--- src/rtl/imem_loader_pkg.sv ---
// imem_loader_pkg: shared FSM encoding and stream constants for the image loader
package imem_loader_pkg;
  typedef enum logic [2:0] {
    S_IDLE,
    S_LEN_LO,
    S_LEN_HI,
    S_DATA,
    S_CSUM,
    S_DONE,
    S_ERR
  } state_t;
  localparam int HDR_BYTES = 2;
  localparam int MEM_BYTES_DEF = 1269;
endpackage

--- src/rtl/imem_loader_csum.sv ---
// imem_loader_csum: running XOR of image bytes, cleared at session start
module imem_loader_csum (
  input  logic       clk,
  input  logic       rst,
  input  logic       i_clr,
  input  logic       i_en,
  input  logic [7:0] i_data,
  output logic [7:0] o_acc
);
  logic [7:0] r_acc;
  // fold each accepted data byte into the accumulator
  always_ff @(posedge clk or posedge rst)
    if (rst) r_acc <= '0;
    else if (i_clr) r_acc <= '0;
    else if (i_en) r_acc <= r_acc ^ i_data;
  assign o_acc = r_acc;
endmodule

--- src/rtl/imem_loader.sv ---
// imem_loader: streams a length-prefixed, XOR-checksummed image into instruction memory
module imem_loader
  import imem_loader_pkg::*;
#(
  parameter int          MEM_BYTES = MEM_BYTES_DEF,
  parameter logic [31:0] BASE_ADDR = 32'h0
) (
  input  logic        clk,
  input  logic        rst,
  input  logic        start,
  input  logic [7:0]  rx_data,
  input  logic        rx_valid,
  output logic        rx_ready,
  output logic        mem_we,
  output logic [31:0] mem_addr,
  output logic [7:0]  mem_wdata,
  output logic        cpu_hold,
  output logic        done,
  output logic        err,
  output logic [10:0] byte_cnt
);
  state_t      r_state, w_next;
  logic [7:0]  r_len_lo;
  logic [15:0] r_len;
  logic        r_we;
  logic [31:0] r_addr;
  logic [7:0]  r_wdata;
  logic [10:0] r_cnt;
  logic        w_acc, w_start, w_data_acc, w_last;
  logic [15:0] w_len_in;
  logic [7:0]  w_sum;
  assign rx_ready   = r_state inside {S_LEN_LO, S_LEN_HI, S_DATA, S_CSUM};
  assign w_acc      = rx_valid & rx_ready;
  assign w_start    = start & (r_state inside {S_IDLE, S_DONE, S_ERR});
  assign w_data_acc = w_acc & (r_state == S_DATA);
  assign w_len_in   = {rx_data, r_len_lo};
  assign w_last     = (16'(r_cnt) + 16'd1) == r_len;
  imem_loader_csum u_csum (
    .clk    (clk),
    .rst    (rst),
    .i_clr  (w_start),
    .i_en   (w_data_acc),
    .i_data (rx_data),
    .o_acc  (w_sum)
  );
  // state register; reset aborts any session immediately
  always_ff @(posedge clk or posedge rst)
    if (rst) r_state <= S_IDLE;
    else r_state <= w_next;
  // next state: header, payload, checksum; terminal states wait for a new start
  always_comb begin
    w_next = r_state;
    case (r_state)
      S_IDLE, S_DONE, S_ERR: w_next = start ? S_LEN_LO : r_state;
      S_LEN_LO: w_next = w_acc ? S_LEN_HI : r_state;
      S_LEN_HI: w_next = !w_acc ? r_state :
                         (w_len_in > 16'(MEM_BYTES)) ? S_ERR :
                         (w_len_in == 16'd0) ? S_CSUM : S_DATA;
      S_DATA:   w_next = (w_acc && w_last) ? S_CSUM : r_state;
      S_CSUM:   w_next = !w_acc ? r_state : (rx_data == w_sum) ? S_DONE : S_ERR;
      default:  w_next = S_IDLE;
    endcase
  end
  // write port registered one cycle after acceptance; byte count doubles as write offset
  always_ff @(posedge clk or posedge rst)
    if (rst) begin
      r_we     <= 1'b0;
      r_addr   <= '0;
      r_wdata  <= '0;
      r_cnt    <= '0;
      r_len_lo <= '0;
      r_len    <= '0;
    end else begin
      r_we <= w_data_acc;
      if (w_data_acc) begin
        r_addr  <= BASE_ADDR + 32'(r_cnt);
        r_wdata <= rx_data;
      end
      if (w_start) r_cnt <= '0;
      else if (w_data_acc) r_cnt <= r_cnt + 11'd1;
      if (w_acc && r_state == S_LEN_LO) r_len_lo <= rx_data;
      if (w_acc && r_state == S_LEN_HI) r_len <= w_len_in;
    end
  assign mem_we    = r_we;
  assign mem_addr  = r_addr;
  assign mem_wdata = r_wdata;
  assign byte_cnt  = r_cnt;
  assign done      = r_state == S_DONE;
  assign err       = r_state == S_ERR;
  assign cpu_hold  = !(r_state inside {S_IDLE, S_DONE});
endmodule

--- config.mk ---
export PLATFORM = sky130hd
export DESIGN_NAME = imem_loader
export DESIGN_NICKNAME = d
export VERILOG_FILES = /design/src/rtl/imem_loader_pkg.sv /design/src/rtl/imem_loader_csum.sv /design/src/rtl/imem_loader.sv
export SDC_FILE = /design/constraint.sdc
export NUM_CORES = 1
export LEC_CHECK = 0
export BUFFER_PORTS_ARGS = -buffer_cell sky130_fd_sc_hd__buf_2
export CAP_MARGIN = 20
export CORE_MARGIN = 2
export CORE_UTILIZATION = 56
export CTS_CLUSTER_DIAMETER = 50
export DETAILED_ROUTE_END_ITERATION = 8
export PLACE_DENSITY = 0.81
export REMOVE_ABC_BUFFERS = 1
export SETUP_SLACK_MARGIN = 0.15
export SYNTH_ARGS = -nofsm -noshare
export SYNTH_HDL_FRONTEND = slang
export SYNTH_HIERARCHICAL = 1
export SYNTH_SLANG_ARGS = --single-unit
--- constraint.sdc ---
create_clock -name clk -period 2.38 [get_ports clk]
set_input_delay 0.238 -clock clk [delete_from_list [all_inputs] [get_ports clk]]
set_output_delay 0.238 -clock clk [all_outputs]
set_load 0.005 [all_outputs]
==> results.sh, run 1 <==
export IMPL_clock_latency_ns=0.34
export IMPL_nets=427
export IMPL_ios=68
export IMPL_grt_pass1_vias=2672
export IMPL_fillers=538
export IMPL_cts_made_buffers=9
export IMPL_antenna_found_initial=0
export IMPL_timing_final_crit_period_ns=2.07
export IMPL_cp_cell_sequence="ha_1 -> nor3b_1 -> o21a_1 -> o32a_1 -> and4_1 -> o2111a_2 -> o21a_1"
export IMPL_synth_adder_area_share=0.00350
export IMPL_clk_pin_slew_ns=0.07
export IMPL_p_leak_nw=1.92
export IMPL_synth_edff_count=0
export IMPL_vias=2748
export IMPL_drc=0
export IMPL_rsz0062_at_grt="no"
export IMPL_die_x_um=83.9
export IMPL_synthSimpleGateAreaFrac=0.193
export IMPL_grt_total_usage=0.228
export IMPL_layout_common_cells="dfrtp_1, nand2_1, buf_2, mux2_2, nor2_1"
export IMPL_cap_violations=0
export IMPL_internal_power_mw=2.79
export IMPL_r2r_slack_ns=0.31
export IMPL_min_path_type="input port to register"
export IMPL_initial_utilization=0.570
export IMPL_dp_slack_ns=0.302
export IMPL_clkSinkCount=66
export IMPL_hold_viol_final=0
export IMPL_critPathLaunchType="register"
export IMPL_gp_congestion=0.893
export IMPL_worst_pin_slew_ns=0.637
export IMPL_die_area_um2=7040
export IMPL_drt_iter0_markers=195
export IMPL_worstSetupPathType="register to register"
export IMPL_design_core_area_um2=6280
export IMPL_yosysWarnings=6
export IMPL_pwr_share_seq=0.442
export IMPL_grt_overflow=0
export IMPL_grt_max_degree=30
export IMPL_powerDensity_nw_per_um2=1080
export IMPL_worstPathRequired_ns=2.61
export IMPL_critPathMaxStageDelay_ns=0.47
export IMPL_portBuffers=46
export IMPL_synth_xor_area_share=0.0759
export IMPL_synth_largest_area_cell="dfrtp_1"
export IMPL_fin_ws_ns=0.311
export IMPL_synth_async_reset_ratio=1.00
export IMPL_crit_buf_inv=0
export IMPL_avgSynthCellArea_um2=9.72
export IMPL_fin_crit_sh=0.869
export IMPL_clock_path_buffers=2
export IMPL_seq_area_frac_synth=0.462
export IMPL_cts_tree="built"
export IMPL_area_delta_synth_final_pct=11.3
export IMPL_clk_root_buffer_cell="clkbuf_8"
export IMPL_setup_viol=0
export IMPL_viasPerCell=5.54
export IMPL_p_sw_frac=0.354
export IMPL_endpoint_kind="register"
export IMPL_synth_cell_types=49
export IMPL_post_dp_hpwl_um=5230
export IMPL_synth_top_area_frac=0.462
export IMPL_pwr_share_comb=0.351
export IMPL_critical_path_max_fanout=7
export IMPL_grt_pass1_wl_um=12700
export IMPL_hold_slack_ns=0.179
export IMPL_h_tree_depth=3
export IMPL_arrival_ns=2.29
export IMPL_peakVddDrop_mv=0.816
export IMPL_synth_area_leaders="dfrtp_1, mux2_2, nand2_1, xnor2_1, buf_4"
export IMPL_slew_headroom=0.564
export IMPL_final_antenna_net_count=0
export IMPL_p_clk_frac=0.207
export IMPL_syn_instance_count=368
export IMPL_die_h_um=83.9
export IMPL_status="completed"
export IMPL_final_common_cell="dfrtp_1"
export IMPL_report_final_slew_viol_count=0
export IMPL_synth_flop_cell="dfrtp_1"
export IMPL_drive_above_1_share=0.260
export IMPL_antenna_cells=0
export IMPL_crit_top_cell="o21a_1"
export IMPL_rows=29
export IMPL_cp_top_family="compound AO/OA/AOI/OAI gates"
export IMPL_setup_tns_final_ns=0
export IMPL_drt_first_pass_iters=4
export IMPL_switching_power_mw=1.53
export IMPL_synth_compound_area_share=0.103
export IMPL_drt_total_wl_um=7340
export IMPL_max_freq_mhz=483
export IMPL_fin_skew_ns=0.00878
export IMPL_synth_top_family_by_area="simple AND/OR/NAND/NOR gates"
export IMPL_yosys_register_bits=66
export IMPL_syn_cell_area_um2=3580
export IMPL_wl_per_cell_um=14.8
export IMPL_synth_area_mux_share=0.0784
export IMPL_crit_slowest_cell="dfrtp_1"
[state kept, by name, indices dropped and copies added (netlist names)]
signal / count
u_csum/o_acc: 8
mem_we: 1
r_state: 3
mem_addr: 11
byte_cnt: 11
r_len: 16
mem_wdata: 8
r_len_lo: 8
[repair_timing]
action / 4_1_cts / 5_1_grt
hold buffers: 1 / 0
gates resized for setup: 0 / 2
setup endpoints to repair: 0 / 3
setup buffers: 0 / 0
endpoints found under the hold margin: 18 / 0
[kinds of logic (layout without fill, tap and decap cells)]
kind of cell | Yosys count | count (layout)
buffers and inverters | 49 | 80
AOI/OAI and AO/OA | 53 | 53
xor gates and xnor gates | 31 | 31
other | 1 | 21
and+or+nand+nor | 142 | 142
adders and majority gates | 1 | 1
muxes | 25 | 25
DFF | 66 | 66
[power by group through the flow]
| stage | Combinational (mW) | Clock [mW] | Sequential (mW) |
|---|---|---|---|
| 2_1_floorplan | 1.08 | 0 | 1.84 |
| 3_3_place_gp | 1.46 | 0 | 1.90 |
| 6_report | 1.52 | 0.893 | 1.91 |
| 5_1_grt | 1.70 | 0.959 | 1.97 |
| 4_1_cts | 1.53 | 0.903 | 1.90 |
| 3_5_place_dp | 1.52 | 0 | 1.92 |
[per-layer routing]
metal / global-route usage / vias to the layer above / wire [µm]
met2: 0.362 / 96 / 3600
met3: 0.0504 / 9 / 436
li1: - / 1310 / -
met4: 0.0909 / 0 / 102
met5: 0 / - / 0
met1: 0.307 / 1333 / 3200
[worst paths after layout]
kind / from / depth (start not counted) / to
min in group asynchronous: rst / 3 / r_len[7]
min: rx_data[6] / 3 / mem_wdata[6]
min reg2reg: mem_wdata[0] / 2 / mem_wdata[0]
max: byte_cnt[0] / 7 / r_state[2]
max reg2reg: byte_cnt[0] / 7 / r_state[2]
max in group asynchronous: rst / 4 / byte_cnt[2]
[final cells by class]
| cell class | instances | area, µm² | area share |
|---|---|---|---|
| clock inverters | 6 | 57.6 | 0.0145 |
| repair buffers | 57 | 315 | 0.0792 |
| clock buffers | 10 | 128 | 0.0321 |
| well taps | 77 | 96.3 | 0.0242 |
| inverters | 7 | 26.3 | 0.00660 |
| flip-flops and latches | 66 | 1650 | 0.415 |
| multi-input cells | 273 | 1710 | 0.428 |
[tightest hold or removal path, delay by kind of cell]
kind / cells / cell delay (ns)
and+or+nand+nor: 2 / 0.10
buffers and inverters: 1 / 0.14
[synth_stat cells, types with 8 or more instances]
| cell type | n |
|---|---|
| nand3_1 | 12 |
| nand3b_1 | 8 |
| buf_2 | 11 |
| mux2_2 | 24 |
| buf_4 | 23 |
| xor2_1 | 11 |
| a21oi_1 | 18 |
| nor2_1 | 22 |
| nand2_1 | 60 |
| dfrtp_1 | 66 |
| xnor2_1 | 20 |
| nor3_1 | 10 |
[metrics by stage]
stage / cell area, µm² / utilization / total power [mW] / cells
final: 3980 / 0.634 / 4.32 / 496
after global placement: 3780 / 0.602 / 3.36 / 479
after global routing: 3980 / 0.634 / 4.63 / 496
after detailed placement: 3780 / 0.602 / 3.44 / 479
after CTS: 3980 / 0.633 / 4.33 / 496
after floorplan: 3380 / - / 2.92 / 346
(Power assumes the default switching activity.)
==> run 2, diff against run 1 <==
Settings changed: ABC_AREA set to 1, CORE_UTILIZATION 56 to 55, PLACE_DENSITY 0.81 to 0.79.
==> results.sh, run 2 <==
export IMPL_status="completed"
export IMPL_antenna_found_initial=0
export IMPL_post_dp_hpwl_um=5410
export IMPL_cts_made_buffers=9
export IMPL_ios=68
export IMPL_grt_pass1_vias=2917
export IMPL_instances_no_fill=582
export IMPL_report_final_slew_viol_count=0
export IMPL_yosys_register_bits=66
export IMPL_yosysWarnings=6
export IMPL_cts_tree="built"
export IMPL_internal_power_mw=2.74
export IMPL_max_freq_mhz=500
export IMPL_yosysMostFrequentCell="nand2_1"
export IMPL_drive_above_1_share=0.168
export IMPL_dp_slack_ns=0.420
export IMPL_critPathLaunchType="register"
export IMPL_cap_violations=0
export IMPL_place_area_um2=3740
export IMPL_critical_path_max_fanout=7
export IMPL_syn_instance_count=450
export IMPL_setup_tns_final_ns=0
export IMPL_min_path_type="input port to register"
export IMPL_clkSinkCount=66
export IMPL_antenna_cells=0
export IMPL_clock_path_buffers=2
export IMPL_p_leak_nw=2.12
export IMPL_portBuffers=46
export IMPL_vias=2993
export IMPL_initial_utilization=0.559
export IMPL_fin_skew_ns=0.00976
export IMPL_h_tree_depth=3
export IMPL_hold_viol_final=0
export IMPL_die_x_um=83.9
export IMPL_die_h_um=83.9
export IMPL_synth_async_reset_ratio=1.00
export IMPL_final_common_cell="nand2_1"
export IMPL_p_sw_frac=0.383
export IMPL_drt_total_wl_um=7510
export IMPL_drt_first_pass_iters=4
export IMPL_synth_common_cells="nand2_1, dfrtp_1, inv_1"
export IMPL_rsz0062_at_grt="no"
export IMPL_seq_area_frac_synth=0.470
export IMPL_synth_cell_types=36
export IMPL_rr_worst_depth=12
export IMPL_arrival_ns=2.25
export IMPL_slew_headroom=0.570
export IMPL_top_register="r_len"
export IMPL_cts_resized=0
export IMPL_grt_total_usage=0.230
export IMPL_powerDensity_nw_per_um2=1130
export IMPL_synth_top_area_frac=0.470
export IMPL_switching_power_mw=1.70
export IMPL_drt_iter0_markers=210
export IMPL_clk_root_buffer_cell="clkbuf_8"
export IMPL_setup_viol=0
export IMPL_grt_pass1_wl_um=12900
export IMPL_drc=0
export IMPL_rows=29
export IMPL_fin_ws_ns=0.379
export IMPL_worstSetupPathType="register to register"
export IMPL_largest_register_ffs=16
export IMPL_syn_cell_area_um2=3510
export IMPL_synth_largest_area_cell="dfrtp_1"
export IMPL_holdPathStages=4
export IMPL_finalPower_mw=4.45
export IMPL_synth_flop_cell="dfrtp_1"
export IMPL_area_delta_synth_final_pct=12.3
export IMPL_worst_pin_slew_ns=0.644
export IMPL_nets=513
export IMPL_avgSynthCellArea_um2=7.80
export IMPL_die_area_um2=7040
export IMPL_p_clk_frac=0.215
export IMPL_clock_latency_ns=0.35
export IMPL_pwr_share_seq=0.431
export IMPL_endpoint_kind="register"
export IMPL_fin_crit_sh=0.841
export IMPL_timing_final_crit_period_ns=2.00
export IMPL_wl_per_cell_um=12.9
export IMPL_pwr_share_comb=0.354
export IMPL_layout_common_cells="nand2_1, dfrtp_1, inv_1, o21ai_0, buf_2"
export IMPL_viasPerCell=5.14
export IMPL_gp_congestion=0.861
export IMPL_final_area_um2=3940
export IMPL_clk_pin_slew_ns=0.07
export IMPL_place_inst=565
export IMPL_worstPathRequired_ns=2.63
export IMPL_grt_overflow=0
export IMPL_synth_edff_count=0
export IMPL_grt_max_degree=43
export IMPL_peakVddDrop_mv=0.613
export IMPL_final_antenna_net_count=0
export IMPL_design_core_area_um2=6280
export IMPL_synth_area_leaders="dfrtp_1, nand2_1, o21ai_0, inv_1, nand3_1"
-- run 2: layout make-up --
type / count / area (µm²)
Fill cell: 554 / 2330
Sequential cell: 66 / 1650
Multi-Input combinational cell: 317 / 1500
Timing Repair Buffer: 51 / 283
Inverter: 55 / 211
Clock buffer: 14 / 163
Tap cell: 77 / 96.3
Clock inverter: 2 / 35.0
-- run 2: what timing repair did --
| action | in CTS | in global routing |
|---|---|---|
| hold buffers | 1 | 0 |
| setup buffers | 0 | 0 |
| hold endpoints to repair | 16 | 0 |
-- run 2: path summary, 6_finish.rpt --
path | start | endpoint | slack, ns
max in group asynchronous | rst | mem_wdata[1] | 1.26
hold reg to reg | mem_addr[3] | mem_addr[3] | 0.48
setup / recovery | byte_cnt[0] | r_state[1] | 0.38
setup reg to reg | byte_cnt[0] | r_state[1] | 0.38
hold / removal | rx_data[5] | u_csum/o_acc[5] | 0.20
min in group asynchronous | rst | u_csum/o_acc[0] | 0.40
-- run 2: cell families after synthesis --
group                      synth area share
other                               0.00107
adders and majority gates           0.00356
AOI/OAI and AO/OA                     0.110
DFF                                   0.470
xor gates and xnor gates             0.0249
and+or+nand+nor                       0.267
buffers and inverters                 0.123
-- run 2: per-layer routing --
layer	track usage	part of all wire	vias up
met1	0.287	0.45	1387
met4	0.0806	0.018	0
met5	0	0	-
met2	0.383	0.47	99
met3	0.0623	0.060	13
li1	-	-	1494
-- run 2: power groups by stage --
stage | registers, mW | logic, mW | clock network (mW)
after floorplan | 1.87 | 1.07 | 0
after global placement | 1.90 | 1.52 | 0
after detailed placement | 1.93 | 1.57 | 0
after CTS | 1.91 | 1.58 | 0.975
after global routing | 1.98 | 1.83 | 1.02
final | 1.92 | 1.57 | 0.956
-- run 2: metrics by stage --
step	hold WS, ns	util
after floorplan	0.0537	-
after global placement	0.213	0.595
after detailed placement	0.211	0.595
after CTS	0.184	0.628
after global routing	0.223	0.628
final	0.200	0.628
-- run 2: critical path, cell delays in order (launching register included) --
cell and delay (ns):
dfrtp_1 0.46, ha_1 0.24, nand3_2 0.13, nor2_4 0.20, nand3_1 0.10, nand2_1 0.11
nor2_1 0.06, nor2_1 0.09, nand3_1 0.12, o21bai_4 0.19, nand2_2 0.08, nand2_1 0.06
nand2_1 0.05
==> run 3, diff against run 2 <==
Clock period 2.38 ns to 1.9 ns, I/O delays scaled along.
==> results.sh, run 3 (synthesis results as in run 2) <==
export IMPL_worstSetupPathType="register to register"
export IMPL_powerDensity_nw_per_um2=1400
export IMPL_h_tree_depth=3
export IMPL_critical_path_max_fanout=5
export IMPL_drt_total_wl_um=7570
export IMPL_grt_overflow=0
export IMPL_gp_congestion=0.877
export IMPL_die_area_um2=7040
export IMPL_final_common_cell="nand2_1"
export IMPL_grt_pass1_wl_um=12600
export IMPL_top_register="r_len"
export IMPL_design_core_area_um2=6280
export IMPL_hold_viol_final=0
export IMPL_timing_final_crit_period_ns=1.92
export IMPL_peakVddDrop_mv=0.740
export IMPL_report_final_slew_viol_count=0
export IMPL_clk_root_buffer_cell="clkbuf_8"
export IMPL_ios=68
export IMPL_clock_path_buffers=2
export IMPL_post_route_util=0.653
export IMPL_post_dp_hpwl_um=5270
export IMPL_status="finished, violations left"
export IMPL_violations="setup timing"
export IMPL_layout_common_cells="nand2_1, dfrtp_1, inv_1, buf_2, o21ai_0"
export IMPL_antenna_found_initial=0
export IMPL_clock_latency_ns=0.35
export IMPL_grt_pass1_vias=2759
export IMPL_min_path_type="input port to register"
export IMPL_cap_violations=0
export IMPL_drc=0
export IMPL_antenna_cells=0
export IMPL_critPathLaunchType="register"
export IMPL_die_x_um=83.9
export IMPL_clk_pin_slew_ns=0.07
export IMPL_drt_iter0_markers=174
export IMPL_rows=29
export IMPL_instances_no_fill=586
export IMPL_portBuffers=46
export IMPL_fin_skew_ns=0.00367
export IMPL_area_delta_synth_final_pct=16.7
export IMPL_vias=3015
export IMPL_drt_first_pass_iters=5
export IMPL_max_freq_mhz=520
export IMPL_viasPerCell=5.15
export IMPL_fillers=551
export IMPL_clkSinkCount=66
export IMPL_final_antenna_net_count=0
export IMPL_setup_viol=2
export IMPL_drive_above_1_share=0.214
export IMPL_arrival_ns=2.16
export IMPL_rsz0062_at_grt="yes"
export IMPL_cts_tree="built"
export IMPL_die_h_um=83.9
export IMPL_fin_crit_sh=1.01
export IMPL_fin_ws_ns=-0.0225
export IMPL_endpoint_kind="register"
export IMPL_multiInputGateArea_um2=1600
export IMPL_place_inst=568
export IMPL_initial_utilization=0.559
export IMPL_grt_total_usage=0.223
export IMPL_finalPower_mw=5.73
export IMPL_nets=518
export IMPL_p_leak_nw=2.17
export IMPL_worstPathRequired_ns=2.14
export IMPL_largest_register_ffs=16
export IMPL_seq_area_um2=1650
export IMPL_hold_slack_ns=0.149
export IMPL_cts_made_buffers=9
export IMPL_grt_max_degree=59
export IMPL_setup_tns_final_ns=-0.0377
export IMPL_wl_per_cell_um=12.9
[run 3: cell type report]
type,instances,area share
multi-input combinational,317,0.390
clock buffer,13,0.0412
inverter,55,0.0537
clock inverter,2,0.00855
sequential,66,0.403
timing repair buffer,56,0.0800
tap,77,0.0235
[run 3: power by group]
part / total [mW] / leakage, nW / internal, mW / switching (mW)
clock: 1.23 / 0.106 / 0.705 / 0.522
combinational: 2.13 / 1.21 / 0.869 / 1.26
sequential: 2.38 / 0.857 / 1.96 / 0.421
[run 3: path summary, 6_finish.rpt]
check / from / endpoint / slack (ns) / depth (start not counted)
min in group asynchronous: rst / u_csum/o_acc[3] / 0.35 / 3
worst max register to register: byte_cnt[1] / r_state[0] / -0.02 / 13
max in group asynchronous: rst / mem_addr[7] / 1.19 / 4
worst min register to register: mem_addr[1] / mem_addr[1] / 0.47 / 2
worst max-delay path: byte_cnt[1] / r_state[0] / -0.02 / 13
worst min-delay path: rx_data[4] / u_csum/o_acc[4] / 0.15 / 4
[run 3: stage by stage]
| step | worst slack (ns) | area [µm²] |
|---|---|---|
| final | -0.0225 | 4100 |
| after global routing | -0.111 | 4100 |
| after CTS | 0.00654 | 3990 |
| after detailed placement | 0.0226 | 3760 |
| after global placement | 0.0776 | 3760 |
| after floorplan | -0.671 | 3360 |
[run 3: critical path: stages (launching register included)]
cell and delay, ns:
dfrtp_1 0.41, ha_4 0.19, nand3_4 0.09, nor2_4 0.21, buf_6 0.13, nand3_2 0.05
nand3b_1 0.08, nand2_1 0.06, nor2_1 0.13, nand2_2 0.09, o21bai_4 0.19, nand2_2 0.07
nand2_1 0.06, nand2_1 0.05
[run 3: routing by layer]
metal | share of wire | GRT usage | vias up
met2 | 0.49 | 0.377 | 88
met5 | 0 | 0 | -
met4 | 0.014 | 0.0880 | 0
li1 | - | - | 1501
met1 | 0.44 | 0.288 | 1413
met3 | 0.051 | 0.0366 | 13
[run 3: what timing repair did]
item                                    4_1_cts  5_1_grt
endpoints found under the hold margin        66        0
pin swaps                                     2        8
resized for setup                             6       24
hold buffers                                  1        0
buffers inserted                              0        2
endpoints found under the setup margin        8       41
